[src/rtl/rvvi_retire_buffer.sv]
// Dual-retire to single-slot RVVI stream buffer.
// Up to two retire events per cycle are queued in program order and presented
// one per cycle with a running order number. A valid slot that cannot be
// accepted is dropped and the sticky overflow flag is raised.
module rvvi_retire_buffer #(
    parameter int XLEN  = 64,
    parameter int ILEN  = 32,
    parameter int DEPTH = 8
) (
    input  logic                       clk,
    input  logic                       reset_n,
    input  logic [1:0]                 in_valid,
    input  logic [2*XLEN-1:0]          in_pc,
    input  logic [2*ILEN-1:0]          in_insn,
    input  logic [1:0]                 in_trap,
    output logic                       in_ready,
    output logic                       out_valid,
    input  logic                       out_ready,
    output logic [XLEN-1:0]            out_pc,
    output logic [ILEN-1:0]            out_insn,
    output logic                       out_trap,
    output logic [63:0]                out_order,
    output logic [$clog2(DEPTH):0]     count,
    output logic                       overflow
);

    localparam int AW = $clog2(DEPTH);
    localparam int CW = AW + 1;
    // Highest occupancy that still leaves room for a full dual retire.
    localparam logic [CW-1:0] READY_MAX = CW'(DEPTH - 2);

    logic [XLEN-1:0] pc_mem   [DEPTH];
    logic [ILEN-1:0] insn_mem [DEPTH];
    logic            trap_mem [DEPTH];

    logic [AW-1:0]   wptr;
    logic [AW-1:0]   rptr;
    logic [CW-1:0]   occ;
    logic [63:0]     order_cnt;
    logic            ovf;

    logic [1:0]      n_enq;
    logic            deq;

    // Readiness comes from the registered count only, so a dequeue in the
    // same cycle never opens the gate early.
    assign in_ready  = (occ <= READY_MAX);
    assign out_valid = (occ != '0);
    assign deq       = out_valid && out_ready;
    assign n_enq     = in_ready ? ({1'b0, in_valid[0]} + {1'b0, in_valid[1]}) : 2'd0;

    assign count     = occ;
    assign overflow  = ovf;
    assign out_order = order_cnt;
    assign out_pc    = out_valid ? pc_mem[rptr]   : '0;
    assign out_insn  = out_valid ? insn_mem[rptr] : '0;
    assign out_trap  = out_valid ? trap_mem[rptr] : 1'b0;

    // Entry storage: slot 0 is older, so it always lands first at wptr.
    always_ff @(posedge clk) begin
        if (in_ready) begin
            if (in_valid == 2'b11) begin
                pc_mem[wptr]             <= in_pc[XLEN-1:0];
                insn_mem[wptr]           <= in_insn[ILEN-1:0];
                trap_mem[wptr]           <= in_trap[0];
                pc_mem[wptr + AW'(1)]    <= in_pc[2*XLEN-1:XLEN];
                insn_mem[wptr + AW'(1)]  <= in_insn[2*ILEN-1:ILEN];
                trap_mem[wptr + AW'(1)]  <= in_trap[1];
            end else if (in_valid[0]) begin
                pc_mem[wptr]   <= in_pc[XLEN-1:0];
                insn_mem[wptr] <= in_insn[ILEN-1:0];
                trap_mem[wptr] <= in_trap[0];
            end else if (in_valid[1]) begin
                pc_mem[wptr]   <= in_pc[2*XLEN-1:XLEN];
                insn_mem[wptr] <= in_insn[2*ILEN-1:ILEN];
                trap_mem[wptr] <= in_trap[1];
            end
        end
    end

    // Pointer, occupancy, order and overflow bookkeeping.
    always_ff @(posedge clk) begin
        if (!reset_n) begin
            wptr      <= '0;
            rptr      <= '0;
            occ       <= '0;
            order_cnt <= '0;
            ovf       <= 1'b0;
        end else begin
            wptr <= wptr + AW'(n_enq);
            occ  <= occ + CW'(n_enq) - CW'(deq);
            if (deq) begin
                rptr      <= rptr + AW'(1);
                order_cnt <= order_cnt + 64'd1;
            end
            if (!in_ready && (in_valid != 2'b00)) begin
                ovf <= 1'b1;
            end
        end
    end

endmodule
[config.mk]
export PLATFORM = sky130hd
export DESIGN_NAME = rvvi_retire_buffer
export DESIGN_NICKNAME = d
export VERILOG_FILES = /design/src/rtl/rvvi_retire_buffer.sv
export SDC_FILE = /design/constraint.sdc
export NUM_CORES = 2
export LEC_CHECK = 0
export BUFFER_PORTS_ARGS = -buffer_cell sky130_fd_sc_hd__buf_2
export CAP_MARGIN = 10
export CORE_MARGIN = 2
export CORE_UTILIZATION = 45
export CTS_CLUSTER_SIZE = 8
export DETAILED_ROUTE_END_ITERATION = 6
export HOLD_SLACK_MARGIN = 0.05
export PLACE_DENSITY = 0.63
export SYNTH_ARGS = -nofsm -noshare
export SYNTH_HDL_FRONTEND = slang
export SYNTH_SLANG_ARGS = --single-unit
[constraint.sdc]
create_clock -name clk -period 19.1 [get_ports clk]
set_clock_uncertainty 0.2 [all_clocks]
set_input_delay 1.91 -clock clk [delete_from_list [all_inputs] [get_ports clk]]
set_output_delay 1.91 -clock clk [all_outputs]
set_load 0.01 [all_outputs]
==> flow_summary.json <==
{
  "status": "finished, final reports clean",
  "end_kind": "output port",
  "ctsRootBufferMaster": "clkbuf_16",
  "crit_chain": "buf_4 -> buf_4 -> mux4_2 -> mux2i_1 -> nor2_1 -> buf_2",
  "yosysTopAreaCell": "edfxtp_1",
  "grtUsageTotal_pct": 24.4,
  "fin_total_pwr_mw": 6.12,
  "whs_ns": 0.287,
  "finalCriticalPeriod_ns": 6.41,
  "worstSetupStartpointType": "flop",
  "setup_viol": 0,
  "yosysMostFrequentCell": "nor2_1",
  "core_area_sq_mm": 0.0933,
  "overflow": 0,
  "ys_seq_elements": 854,
  "fin_crit_sh_pct": 33.5,
  "netlist_instances": 3633,
  "tritoncts": "built",
  "design_area_sq_mm": 0.0480,
  "synth_warnings": 0,
  "synth_common_cells": "932 x nor2_1, 798 x a21oi_1, 776 x edfxtp_1",
  "path_clk_slew_ns": 0.05,
  "cts_hold_buf": 0,
  "fin_cells": 5095,
  "gp_congestion": 0.821,
  "crit_path_max_incr_delay_ns": 0.92,
  "slew_viol_final": 0,
  "grt_pass1_wl_um": 180000,
  "required_ns": 16.99,
  "htreeDepth": 3,
  "firstDrtPassIters": 5,
  "crit_family": "buffers and inverters",
  "synthArstFlopShare_pct": 0,
  "place_ws_ns": 13.30,
  "vias": 29800,
  "cts_buffer_depth": 3,
  "grt_max_degree": 195,
  "layout.nets": 4023,
  "ir_drop_v": 0.000128,
  "drtIter0Drc": 3282,
  "synth_area_sq_mm": 0.0423,
  "drv_cap": 0,
  "post_cts_buffers": 0,
  "dpl_cell_area_sq_mm": 0.0449,
  "die_x_um": 311,
  "slew_headroom_pct": 23.8,
  "cts-buffers-inserted": 116,
  "dp.cells": 4943,
  "setup_slack_ns": 12.69,
  "ant_nets": 0,
  "die_h_um": 311,
  "fmax_ghz": 0.156,
  "grt_setup_unrepaired": "no",
  "clk_latency_ns": 0.69,
  "dp_hpwl_um": 64100,
  "synth_top_area_share_pct": 55.0,
  "synthToLayoutAreaGrowth_pct": 13.4,
  "utilization_pct": 51.4,
  "io_pins": 367,
  "hp-class": "reg -> reg",
  "timing.critical_path.buf_inv": 3,
  "cts_resized": 0,
  "synthDistinctLibCells": 44,
  "syn-mean-instance-area_sq_um": 11.7,
  "clock_sinks": 854,
  "synth_nets": 3849,
  "start_util_pct": 45.4,
  "layout-drive-gt1-share_pct": 20.7,
  "crit_top_cell": "buf_4",
  "critPathKind": "reg -> out",
  "avgRoutedWirePerCell_um": 23.3,
  "synth_seq_area_share_pct": 58.7,
  "tns_ns": 0,
  "grt_pass1_vias": 28900,
  "synthFlopType": "edfxtp_1",
  "arrival_ns": 4.30,
  "powerDensity_mw_per_mm2": 128,
  "die_area_sq_mm": 0.0965,
  "power.leakage_nw": 17.0,
  "routed_wl_um": 119000,
  "numPortBuffers": 366,
  "critical_path.max_fanout": 47,
  "post-route-drc-count": 0,
  "rows": 112,
  "viasPerCell": 5.85,
  "slowest_stage": "buf_4",
  "antenna_found_initial": 22,
  "hold_violations": 0,
  "synth-edff-count": 776,
  "synth.area.top_cells": "edfxtp_1 55%, mux4_2 10%, a21oi_1 9.4%, nor2_1 8.3%, mux2i_1 4.0%",
  "worst_pin_slew_ns": 1.14
}
registers in the layout, summed over array words and instances (netlist names), named ones only:
register / cells
count: 4
pc_mem: 512
out_order: 64
insn_mem: 256
overflow: 1
trap_mem: 8
rptr: 3
wptr: 3
final timing paths:
kind             from             to  slack, ns  cells past startpoint
min reg2reg  overflow       overflow       0.29                      2
max reg2reg  count[3]  pc_mem[2][45]      15.01                      9
min          overflow       overflow       0.29                      2
max              flop    out_insn[1]      12.69                      6
cells in the final DEF (no fill, tap or decap), types with 22 or more instances in the layout:
cell and n:
dfxtp_1 75, nand2_1 28, clkbuf_16 117, buf_2 366
nor2_1 932, nand4_1 42, inv_1 22, nand3_1 23
mux2i_1 169, mux2i_2 30, edfxtp_1 776, mux4_2 194
a21oi_1 798, xor2_1 24, buf_4 43
area by class of cell:
| cell class | count | area, sq um |
|---|---|---|
| fillers | 8118 | 45300 |
| flip-flops and latches | 854 | 24900 |
| multi-input cells | 2398 | 16100 |
| clock buffers | 136 | 3000 |
| repair buffers | 414 | 2250 |
| well taps | 1254 | 1570 |
| clock inverters | 7 | 109 |
| inverters | 23 | 86.3 |
| diodes | 9 | 22.5 |
worst register-to-register path, cell delays in order, from the launching register on:
cell,delay (ns)
dfxtp_1,0.39
inv_1,0.09
ha_1,0.18
nand2_1,0.11
mux2i_4,0.54
o311ai_1,0.22
buf_4,0.23
o21ai_4,0.13
buf_4,0.63
buf_4,0.91
metal layers:
metal / routed length (um) / GRT usage [%]
met5: 129 / 0
met2: 57700 / 40.2
met1: 47800 / 33.2
met3: 10200 / 4.00
met4: 2770 / 7.45
report_power, final:
part           switching, mW  total [mW]  internal [mW]  leakage, nW
Sequential            0.0942        2.51           2.41         7.69
Clock                  0.765        1.85           1.08         1.51
Combinational           1.07        1.77          0.696         7.81
Total                   1.93        6.12           4.19         17.0
cell families after synthesis:
| family | synth area share [%] |
|---|---|
| AND/OR/NAND/NOR | 11.0 |
| flip-flops | 58.7 |
| AO/OA/AOI/OAI | 10.0 |
| multiplexers | 15.3 |
| buffers and inverters | 3.55 |
| XOR/XNOR | 0.869 |
| adder cells (fa/ha/maj) | 0.538 |
Note: power is estimated with default switching activity, not from simulation.
